## config.mk

```make
export PLATFORM = sky130hd
export DESIGN_NAME = dstack_alu_seq
export DESIGN_NICKNAME = d
export VERILOG_FILES = /design/src/rtl/dstack_alu_seq_pkg.sv /design/src/rtl/dstack_alu_seq_mem.sv /design/src/rtl/dstack_alu_seq.sv
export SDC_FILE = /design/constraint.sdc
export NUM_CORES = 1
export LEC_CHECK = 0
export ABC_AREA = 1
export CORE_AREA = 2 2 188 190
export DETAILED_ROUTE_END_ITERATION = 6
export DIE_AREA = 0 0 190 192
export PLACE_DENSITY_LB_ADDON = 0.12
export SLEW_MARGIN = 10
export SYNTH_ARGS = -nofsm -noshare
export SYNTH_HDL_FRONTEND = slang
export SYNTH_SLANG_ARGS = --single-unit
```

## constraint.sdc

```tcl
create_clock -name clk -period 3.6 [get_ports clk]
set_clock_uncertainty 0.15 [all_clocks]
set_input_delay 0.9 -clock clk [delete_from_list [all_inputs] [get_ports clk]]
set_output_delay 0.9 -clock clk [all_outputs]
set_load 0.02 [all_outputs]
```

## src/rtl/dstack_alu_seq_pkg.sv

```systemverilog
// Shared encodings for the data-stack sequencer, its external ALU and the command decoder.
// Holds command codes, FSM states, ALU opcodes, error-flag masks and opcode classification helpers.
package dstack_alu_seq_pkg;

  typedef enum logic [1:0] {
    OP_PUSH  = 2'd0,
    OP_DROP  = 2'd1,
    OP_BINOP = 2'd2,
    OP_UNOP  = 2'd3
  } cmd_op_e;

  typedef enum logic [1:0] {
    ST_IDLE  = 2'd0,
    ST_FETCH = 2'd1,
    ST_EXEC  = 2'd2
  } state_e;

  localparam logic [3:0] ALU_NONE = 4'd0;
  localparam logic [3:0] ALU_ADD  = 4'd1;
  localparam logic [3:0] ALU_SUB  = 4'd2;
  localparam logic [3:0] ALU_MUL  = 4'd3;
  localparam logic [3:0] ALU_DIV  = 4'd4;
  localparam logic [3:0] ALU_MOD  = 4'd5;
  localparam logic [3:0] ALU_AND  = 4'd6;
  localparam logic [3:0] ALU_OR   = 4'd7;
  localparam logic [3:0] ALU_XOR  = 4'd8;
  localparam logic [3:0] ALU_NOT  = 4'd9;
  localparam logic [3:0] ALU_PASS = 4'd10;
  localparam logic [3:0] ALU_SHL  = 4'd11;
  localparam logic [3:0] ALU_SHR  = 4'd12;
  localparam logic [3:0] ALU_SRA  = 4'd13;
  localparam logic [3:0] ALU_ROL  = 4'd14;
  localparam logic [3:0] ALU_ROR  = 4'd15;

  localparam logic [2:0] ERR_UNDER   = 3'b001;
  localparam logic [2:0] ERR_OVER    = 3'b010;
  localparam logic [2:0] ERR_ILLEGAL = 3'b100;

  function automatic logic is_unary_op(input logic [3:0] op);
    return (op == ALU_NOT) || (op == ALU_PASS);
  endfunction

  // DIV and MOD trap on a zero divisor before the ALU ever sees them.
  function automatic logic needs_nonzero_b(input logic [3:0] op);
    return (op == ALU_DIV) || (op == ALU_MOD);
  endfunction

endpackage

```

## src/rtl/dstack_alu_seq_mem.sv

```systemverilog
// Register-array stack holding the entries below TOS; push writes, pop discards, peek shows the top.
// Contents are never reset, only the fill count.
module dstack_mem
  import dstack_alu_seq_pkg::*;
#(
  parameter int DEPTH = 16,
  parameter int W     = 16
) (
  input  logic         clk,
  input  logic         rst,
  input  logic         push,
  input  logic         pop,
  input  logic [W-1:0] push_data,
  output logic [W-1:0] peek
);

  localparam int N  = DEPTH - 1;
  localparam int AW = (N > 1) ? $clog2(N) : 1;

  logic [W-1:0]  entries [N];
  logic [4:0]    cnt_r;
  logic [AW-1:0] wr_idx_s;
  logic [AW-1:0] top_idx_s;

  assign wr_idx_s  = cnt_r[AW-1:0];
  assign top_idx_s = AW'(cnt_r - 5'd1);

  // Fill count; the caller never pushes when full or pops when empty.
  always_ff @(posedge clk) begin
    if (rst) begin
      cnt_r <= 5'd0;
    end else if (push && !pop) begin
      cnt_r <= cnt_r + 5'd1;
    end else if (pop && !push) begin
      cnt_r <= cnt_r - 5'd1;
    end else begin
      cnt_r <= cnt_r;
    end
  end

  // Storage write port.
  always_ff @(posedge clk) begin
    if (push && !rst) begin
      entries[wr_idx_s] <= push_data;
    end
  end

  // Top entry, reading as zero when the array is empty.
  always_comb begin
    peek = {W{1'b0}};
    if (cnt_r != 5'd0) begin
      peek = entries[top_idx_s];
    end else begin
      peek = {W{1'b0}};
    end
  end

endmodule

```

## src/rtl/dstack_alu_seq.sv

```systemverilog
// Data-stack sequencer: PUSH/DROP commit at acceptance, BINOP/UNOP go through an external ALU.
// All command checks happen at acceptance so rejected commands never leave IDLE.
module dstack_alu_seq
  import dstack_alu_seq_pkg::*;
#(
  parameter int DEPTH = 16,
  parameter int W     = 16
) (
  input  logic         clk,
  input  logic         rst,
  input  logic         cmd_valid,
  output logic         cmd_ready,
  input  logic [1:0]   cmd_op,
  input  logic [3:0]   cmd_aluop,
  input  logic [W-1:0] cmd_data,
  output logic [W-1:0] alu_a,
  output logic [W-1:0] alu_b,
  output logic [3:0]   alu_op,
  input  logic [W-1:0] alu_res,
  output logic [W-1:0] tos,
  output logic [4:0]   depth,
  output logic         done,
  output logic [2:0]   err,
  input  logic         err_clr
);

  localparam logic [4:0] DEPTH_MAX = 5'(DEPTH);

  state_e       state_r;
  logic         ready_r;
  logic         done_r;
  logic         unary_r;
  logic [W-1:0] tos_r;
  logic [W-1:0] alu_a_r;
  logic [W-1:0] alu_b_r;
  logic [3:0]   alu_op_r;
  logic [3:0]   pend_op_r;
  logic [4:0]   depth_r;
  logic [2:0]   err_r;

  cmd_op_e      op_s;
  logic         accept_s;
  logic         commit_s;
  logic [2:0]   rej_s;
  logic [2:0]   err_nxt_s;
  logic         mem_push_s;
  logic         mem_pop_s;
  logic [W-1:0] nos_s;

  assign op_s     = cmd_op_e'(cmd_op);
  assign accept_s = cmd_valid && (state_r == ST_IDLE);
  assign commit_s = accept_s && (rej_s == 3'b000);

  // Rejection reason for the command on the bus; underflow outranks an illegal opcode.
  always_comb begin
    rej_s = 3'b000;
    case (op_s)
      OP_PUSH: begin
        if (depth_r == DEPTH_MAX) rej_s = ERR_OVER;
        else                      rej_s = 3'b000;
      end
      OP_DROP: begin
        if (depth_r == 5'd0) rej_s = ERR_UNDER;
        else                 rej_s = 3'b000;
      end
      OP_BINOP: begin
        if (depth_r < 5'd2)                                          rej_s = ERR_UNDER;
        else if (cmd_aluop == ALU_NONE)                              rej_s = ERR_ILLEGAL;
        else if (needs_nonzero_b(cmd_aluop) && (tos_r == {W{1'b0}})) rej_s = ERR_ILLEGAL;
        else                                                         rej_s = 3'b000;
      end
      OP_UNOP: begin
        if (depth_r == 5'd0)             rej_s = ERR_UNDER;
        else if (!is_unary_op(cmd_aluop)) rej_s = ERR_ILLEGAL;
        else                             rej_s = 3'b000;
      end
      default: rej_s = 3'b000;
    endcase
  end

  // Sticky error flags; a clear in the same cycle as a new error keeps only the new bit.
  always_comb begin
    err_nxt_s = err_clr ? 3'b000 : err_r;
    if (accept_s) begin
      err_nxt_s = err_nxt_s | rej_s;
    end else begin
      err_nxt_s = err_nxt_s;
    end
  end

  // The old TOS spills to memory only when it was a real entry.
  always_comb begin
    mem_push_s = commit_s && (op_s == OP_PUSH) && (depth_r != 5'd0);
    mem_pop_s  = (commit_s && (op_s == OP_DROP) && (depth_r > 5'd1)) ||
                 ((state_r == ST_EXEC) && !unary_r);
  end

  dstack_mem #(
    .DEPTH (DEPTH),
    .W     (W)
  ) u_mem (
    .clk       (clk),
    .rst       (rst),
    .push      (mem_push_s),
    .pop       (mem_pop_s),
    .push_data (tos_r),
    .peek      (nos_s)
  );

  // Command sequencer with registered stack and ALU-operand outputs.
  always_ff @(posedge clk) begin
    if (rst) begin
      state_r   <= ST_IDLE;
      ready_r   <= 1'b1;
      done_r    <= 1'b0;
      unary_r   <= 1'b0;
      tos_r     <= {W{1'b0}};
      alu_a_r   <= {W{1'b0}};
      alu_b_r   <= {W{1'b0}};
      alu_op_r  <= 4'd0;
      pend_op_r <= 4'd0;
      depth_r   <= 5'd0;
      err_r     <= 3'b000;
    end else begin
      done_r <= 1'b0;
      err_r  <= err_nxt_s;
      case (state_r)
        ST_IDLE: begin
          if (accept_s && (rej_s != 3'b000)) begin
            done_r <= 1'b1;
          end else if (commit_s) begin
            case (op_s)
              OP_PUSH: begin
                tos_r   <= cmd_data;
                depth_r <= depth_r + 5'd1;
                done_r  <= 1'b1;
              end
              OP_DROP: begin
                tos_r   <= nos_s;
                depth_r <= depth_r - 5'd1;
                done_r  <= 1'b1;
              end
              OP_BINOP: begin
                pend_op_r <= cmd_aluop;
                unary_r   <= 1'b0;
                ready_r   <= 1'b0;
                state_r   <= ST_FETCH;
              end
              OP_UNOP: begin
                alu_a_r  <= {W{1'b0}};
                alu_b_r  <= tos_r;
                alu_op_r <= cmd_aluop;
                unary_r  <= 1'b1;
                ready_r  <= 1'b0;
                state_r  <= ST_EXEC;
              end
              default: state_r <= ST_IDLE;
            endcase
          end
        end
        ST_FETCH: begin
          alu_a_r  <= nos_s;
          alu_b_r  <= tos_r;
          alu_op_r <= pend_op_r;
          state_r  <= ST_EXEC;
        end
        ST_EXEC: begin
          tos_r <= alu_res;
          if (!unary_r) begin
            depth_r <= depth_r - 5'd1;
          end
          done_r  <= 1'b1;
          ready_r <= 1'b1;
          state_r <= ST_IDLE;
        end
        default: begin
          state_r <= ST_IDLE;
          ready_r <= 1'b1;
        end
      endcase
    end
  end

  assign cmd_ready = ready_r;
  assign alu_a     = alu_a_r;
  assign alu_b     = alu_b_r;
  assign alu_op    = alu_op_r;
  assign tos       = tos_r;
  assign depth     = depth_r;
  assign done      = done_r;
  assign err       = err_r;

endmodule

```

==> key figures, run 1 <==
Pwr
  – Clock power frac: a little over a third
  – Static leakage: between 6 and 7 nW
  – Net Sw Power: 0.00334 W
  – Gate power share: approximately a quarter
  – Switching portion of total power: 32.1%
  – P_int: just over 0.007 W
  – Sequential Power Share: between 40% and 50%
  – Peak VDD IR: 0.000335 V
  – Pwr/cell area: approximately 620 nW/um2

Min path
  – Hold endpoint: cmd_ready
  – Hold Crit Start: cmd_ready
  – Min-Delay Path Class: flop to flop
  – Hold Path Depth: 2

Cells and area
  – Share of cells above drive strength 1: under 10%
  – Area grow syn2layout: 22.7%
  – Nets: roughly 1600
  – Most frequent cells in the layout: nand2_1, nand3_1, edfxtp_1
  – Leading cell type in the layout, fill and taps excluded: nand2_1
  – N_diodes: 0
  – Fin util: about 49%

Route
  – Residual DRC: 0
  – Routed WL: roughly 41000 um
  – Drt first-iter violations: 925
  – Total number of vias: 10425
  – First-pass DRT Iterations: 5
  – Post-route ant nets: 0
  – Post-DR vias/cell: 5.23
  – Detailed-route wire length per cell: 20.5 um

Global routing
  – Vias in the first global route: ~10000
  – Routing usage on met1: a little under a third
  – Global-route usage over all layers: between 20% and 30%
  – GRT met3 Usage: slightly below 3%
  – First-pass GRT wire length: about 62000 um
  – Largest net degree at the start of global routing: 93
  – GR peak layer: met2
  – Met2 usage: 37.5%
  – Final global-route overflow total: 0
  – Initial antenna violation count: 0

Clock tree
  – TritonCTS buffer count: 36
  – CTS max path bufs: 3
  – Resized cells post-CTS: 0
  – CTS Sinks: between 300 and 400
  – CTS clk-pin slew, worst paths: around 0.060 ns
  – Clock tree root driver cell: clkbuf_16
  – CTS Hold Bufs: 0
  – TritonCTS clock tree: done
  – Clock Latency Late Sink: approximately 0.52 ns
  – Post-CTS setup buffers: 0
  – H-tree levels: 2

Setup path
  – CP endpoint kind: flop
  – Reg2Reg Depth: 11
  – Crit-path cells: clkdlybuf4s50_1 > inv_2 > nor2_1 > nand3_1 > nor2_1 > nand2_2 > nand4_4 > nor2_1 > a21oi_1 > ha_1 > nand3_1 > nor2_1 > nor2_1 > nor2_1 > o21ai_0 > a21oi_1
  – Worst EP required: 3.89 ns
  – Reg-to-Reg End: tos[9]
  – Slowest cell on the critical path: clkdlybuf4s50_1
  – Most used cell, CP: nor2_1
  – Critical Path Start Type: input pin
  – Max stage delay on crit path: 0.57 ns
  – Maximum fanout along the worst path: 8
  – FF-to-FF setup slack: between 0.8 and 0.9 ns
  – Buf/Inv on CP: 2
  – Critical path type: input pin to flop
  – CP delay by family, top: simple AND/OR/NAND/NOR gates
  – RR Startpoint: u_mem.cnt_r[1]
  – Crit path DAT: roughly 3.3 ns

STA
  – Finish-stage setup viols: 0
  – Setup TNS: 0 ns
  – Final period utilization: 82.8%
  – Max Slew Vio Count: 0
  – Achievable Freq: roughly 340 MHz
  – Minimum clock period: roughly 3 ns
  – Minimum hold slack: between 0.3 and 0.4 ns
  – Final hold violations: 0
  – Max_slew headroom: slightly above 30%
  – Actual slew at the worst max-slew pin: around 1.0 ns
  – RSZ-0062 raised after global routing: no

Synthesis
  – Net count after synthesis: between 1000 and 1500
  – Syn_area_per_cell: approximately 10 um2
  – Synth warn: 0
  – Yosys reg bits: roughly 310
  – Gate Count Post-Synth: 1397
  – Sequential share of the synthesized area: between 60% and 70%
  – Post-Synthesis Cell Area: ~14000 um2
  – Netlist cell types: 32

Floorplanning
  – CORE AREA: 34300 um2
  – Die ar.: 36500 um2
  – Die H: around 190 um
  – Rows: 68
  – Initial Util: between 30% and 40%
  – I/O pins: 104
  – Die W: around 190 um

Placed design
  – PortBufs: ~100
  – HPWL Detailed: 27100 um
  – GP Congestion: between 0.8 and 0.9

Job
  – Max cap viols: 0

Status
  – Outcome: complete, no violations
## area by class of cell
class	instances	area, um2
flip-flops and latches	314	8690
repair buffers	164	1640
inverters	60	226
well taps	455	569
clock buffers	43	970
clock inverters	21	216
fillers	3182	17600
multi-input cells	935	4380
## power by group through the flow
stage	combinational, W	clock [W]	sequential [W]
after CTS	0.00258	0.00373	0.00419
after floorplan	0.00139	0	0.00437
after global placement	0.00257	0	0.00427
after global routing	0.00281	0.00387	0.00420
final	0.00256	0.00366	0.00419
after detailed placement	0.00258	0	0.00427
## metal layers
layer / share of wire [%] / wire length [um] / vias up
met3: 4.8 / 1940 / 51
met5: 0 / 0 / -
met4: 2.5 / 1010 / 0
met2: 48 / 19700 / 274
li1: - / - / 5036
met1: 45 / 18200 / 5064
## cells by family (layout without fill, tap and decap cells)
group,count (synthesis),after routing,share of synthesized area (%)
AO/OA/AOI/OAI,99,99,4.03
XOR/XNOR,7,7,0.451
adder cells (fa/ha/maj),10,10,0.920
buffers and inverters,148,288,4.60
flip-flops,314,314,63.9
AND/OR/NAND/NOR,819,819,26.1
## through the flow
step / setup WS, ns / instance area (um2) / instances / total power (W)
after floorplan: 0.0736 / 13600 / 1397 / 0.00576
final: 0.619 / 16700 / 1992 / 0.0104
after CTS: 0.654 / 16700 / 1992 / 0.0105
after global placement: 0.0807 / 15500 / 1928 / 0.00684
after global routing: 0.343 / 16700 / 1992 / 0.0109
after detailed placement: 0.118 / 15500 / 1928 / 0.00685
## registers in the layout, indices dropped and copies added, names as in the netlist
signal / count
u_mem.entries: 240
depth: 5
state_r: 2
unary_r: 1
alu_a: 16
err: 3
u_mem.cnt_r: 5
cmd_ready: 1
tos: 16
alu_b: 16
pend_op_r: 4
done: 1
alu_op: 4
## worst max path at each step
stage	slack [ns]	start	end	depth (start not counted)
floorplan	0.07	cmd_op[1]	u_mem.entries[2][0]	10
global placement	0.08	cmd_op[1]	u_mem.cnt_r[4]	16
detailed placement	0.12	cmd_op[1]	u_mem.cnt_r[4]	16
CTS	0.65	cmd_op[1]	u_mem.cnt_r[4]	16
global route	0.34	cmd_op[1]	u_mem.cnt_r[4]	16
finish	0.62	cmd_op[1]	u_mem.cnt_r[4]	16
## worst reg2reg max path: stages (launching register included)
cell,delay (ns)
dfxtp_1,0.33
inv_1,0.21
ha_2,0.36
inv_2,0.40
buf_12,0.28
nand3_1,0.09
nand3_1,0.10
nand3_1,0.26
nand4_1,0.24
nand3_1,0.10
nor2_1,0.09
nor2_1,0.05
## cell usage after synthesis
cell type / n / area [um2]
or2_2: 2 / 12.5
inv_2: 5 / 18.8
o22ai_1: 3 / 18.8
nand3_1: 261 / 1310
edfxtp_1: 240 / 7210
buf_1: 11 / 41.3
clkbuf_1: 40 / 150
buf_2: 29 / 145
nor3b_1: 1 / 7.51
nor4_1: 1 / 6.26
xor2_1: 5 / 43.8
nor2_1: 136 / 510
a221oi_1: 1 / 8.76
nor2_4: 1 / 11.3
nand4_1: 29 / 181
clkinv_1: 1 / 3.75
nor3_1: 18 / 90.1
nand3b_2: 1 / 11.3
buf_4: 7 / 52.6
nand2_1: 361 / 1360
ha_1: 10 / 125
nand4_4: 1 / 21.3
nand2_2: 3 / 18.8
buf_6: 1 / 11.3
dfxtp_1: 74 / 1480
o21ai_0: 29 / 145
a22oi_1: 1 / 7.51
o211ai_1: 17 / 128
inv_1: 54 / 203
nor2_2: 4 / 25.0
xnor2_1: 2 / 17.5
a21oi_1: 48 / 240
No activity file was read; power rests on OpenSTA's default activity.
==> run 2: changes to the inputs <==
==> constraint.sdc (replaced) <==
create_clock -name clk -period 2.5 [get_ports clk]
set_clock_uncertainty 0.15 [all_clocks]
set_input_delay 0.625 -clock clk [delete_from_list [all_inputs] [get_ports clk]]
set_output_delay 0.625 -clock clk [all_outputs]
set_load 0.02 [all_outputs]
==> run 2 against run 1 <==
Critical path type is now flop to flop. Count of clock-buffer cells in the layout is 2 higher. Cell area rose by 6.6%. Clock power is 40% higher. Flip-flop and latch count unchanged. Register-to-register slack worse by 0.75 ns. Critical path depth is 3 lower. Non-clock buffer count up 73. Global-route usage shrank 0.96 points. Sequential share of layout area shrank 3.1 points.
==> key figures, run 2 (same netlist as run 1, synthesis figures left out) <==
Global routing
  – First-pass GRT wire length: 59900 um (-2.7%)
  – Initial antenna violation count: 0 (unchanged)
  – Global-route usage over all layers: 21.6% (-0.96 points)
  – Largest net degree at the start of global routing: 119 (+28%)
  – Vias in the first global route: 10429 (+4.3%)
  – Final global-route overflow total: 0 (unchanged)

Pwr
  – Pwr/cell area: 853 nW/um2 (+37%)
  – Peak VDD IR: 0.000423 V (+26%)
  – Final Power: 0.0152 W (+46%)
  – Static leakage: 6.96 nW (+11%)

STA
  – Achievable Freq: 411 MHz
  – Minimum clock period: around 2.4 ns
  – Setup TNS: 0 ns (unchanged)
  – Max Slew Vio Count: 0 (unchanged)
  – Final period utilization: between 90 and 100%
  – Max_slew headroom: 58.0% (+28 points)
  – RSZ-0062 raised after global routing: yes
  – Actual slew at the worst max-slew pin: 0.629 ns (-0.417 ns)
  – Final hold violations: 0 (unchanged)
  – Finish-stage setup viols: 0 (unchanged)

Route
  – First-pass DRT Iterations: 5 (unchanged)
  – Post-DR vias/cell: 5.16 (-1.4%)
  – Drt first-iter violations: 891 (-3.7%)
  – Total number of vias: 10642 (+2.1%)
  – Routed WL: 38700 um (-5.3%)
  – Post-route ant nets: 0 (unchanged)
  – Residual DRC: 0 (unchanged)
  – Detailed-route wire length per cell: 18.7 um (-8.6%)

Setup path
  – Critical path type: flop to flop
  – Worst EP required: 2.57 ns (-1.32 ns)
  – Buf/Inv on CP: 5 (+3)
  – Maximum fanout along the worst path: 12 (+4)
  – Most used cell, CP: buf_12
  – Critical Path Start Type: flop
  – CP delay by family, top: simple AND/OR/NAND/NOR gates
  – Crit-path cells: inv_4 > ha_4 > nand4_1 > nand2_2 > nor2_4 > nand4_4 > nor2_4 > nand2_4 > buf_12 > buf_12 > buf_8 > nor3_4 > buf_12
  – Crit path DAT: 2.50 ns (-0.77 ns)
  – Max stage delay on crit path: 0.37 ns (-0.20 ns)
  – Slowest cell on the critical path: dfxtp_4
  – CP endpoint kind: flop

Cells and area
  – Reg with most FFs: u_mem.entries
  – Most frequent cells in the layout: nand2_1, nand3_1, edfxtp_1
  – Number of flip-flops under the largest register name: 240 (unchanged)
  – N_diodes: 0 (unchanged)
  – Fin util: 51.9% (+3.2 points)
  – Non-Filler Instances: 2063 (+3.6%)
  – Area grow syn2layout: 30.8%
  – Leading cell type in the layout, fill and taps excluded: nand2_1
  – Share of cells above drive strength 1: 17.0% (+7.0 points)
  – # fillers: 3093 (-2.8%)
  – Nets: 1636 (+4.7%)

Clock tree
  – TritonCTS clock tree: done
  – CTS Sinks: 314 (unchanged)
  – CTS clk-pin slew, worst paths: 0.07 ns (about the same)
  – CTS max path bufs: 3 (unchanged)
  – H-tree levels: 2 (unchanged)
  – Clock Latency Late Sink: 0.52 ns (about the same)
  – Clock tree root driver cell: clkbuf_16
  – CTS Hold Bufs: 0 (unchanged)
  – TritonCTS buffer count: 36 (unchanged)

Min path
  – Min-Delay Path Class: flop to flop

Floorplanning
  – Die W: 190 um (unchanged)
  – Rows: 68 (unchanged)
  – Initial Util: 39.7% (unchanged)
  – Die ar.: 36500 um2 (unchanged)
  – I/O pins: 104 (unchanged)
  – Die H: 192 um (unchanged)
  – CORE AREA: 34300 um2 (unchanged)

Status
  – Outcome: complete, no violations

Placed design
  – GP Congestion: 0.832 (-0.17%)
  – HPWL Detailed: 25200 um (-7.0%)
  – Cells after DPL: 1986 (+3.0%)
  – PortBufs: 103 (unchanged)

Job
  – Max cap viols: 0 (unchanged)
## run 2: path summary, 6_finish.rpt
check | from | end | slack [ns] | cells past startpoint
setup reg to reg | depth[1] | u_mem.entries[6][3] | 0.07 | 13
hold / removal | err[2] | err[2] | 0.32 | 2
setup / recovery | depth[1] | u_mem.entries[6][3] | 0.07 | 13
hold reg to reg | err[2] | err[2] | 0.32 | 2
## run 2: power breakdown
group	leakage [nW]	switching, W	internal, W
logic	3.55	0.00263	0.00143
registers	2.85	0.000102	0.00589
clock network	0.563	0.00206	0.00308
total	6.96	0.00479	0.0104
## run 2: metal layers
metal	up-vias	GRT usage [%]	routed length [um]
li1	5208	-	-
met1	5155	28.7	17000
met2	228	37.2	19100
met3	51	3.01	1680
met4	0	5.75	853
met5	-	0	0
## run 2: area by class of cell
type / count / area (um2) / area share (%)
repair buffers: 237 / 2480 / 13.9
inverters: 60 / 245 / 1.38
multi-input cells: 935 / 4630 / 26.0
flip-flops and latches: 314 / 8720 / 49.0
clock buffers: 45 / 978 / 5.50
clock inverters: 17 / 170 / 0.956
well taps: 455 / 569 / 3.20
## run 2: worst reg2reg max path, delay by kind of cell (launching register included)
kind | cells | cell delay, ns
DFF | 1 | 0.37
and+or+nand+nor | 7 | 0.84
buffers and inverters | 5 | 0.61
adders and majority gates | 1 | 0.16
## run 2: per-stage QoR
stage / instance area, um2 / setup WS [ns] / hold slack (ns)
final: 17800 / 0.0691 / 0.320
after global routing: 17800 / -0.0597 / 0.352
after CTS: 17700 / 0.00450 / 0.327
after detailed placement: 16300 / -0.673 / 0.315
after global placement: 16300 / -0.629 / 0.308
after floorplan: 13900 / -0.0972 / 0.273
## run 2: what timing repair did
item / in CTS / in global routing
hold endpoints to repair: 0 / 0
setup endpoints to repair: 242 / 133
setup buffers: 13 / 2
resized for setup: 43 / 33
cloned: 3 / 0
pin swaps: 11 / 16
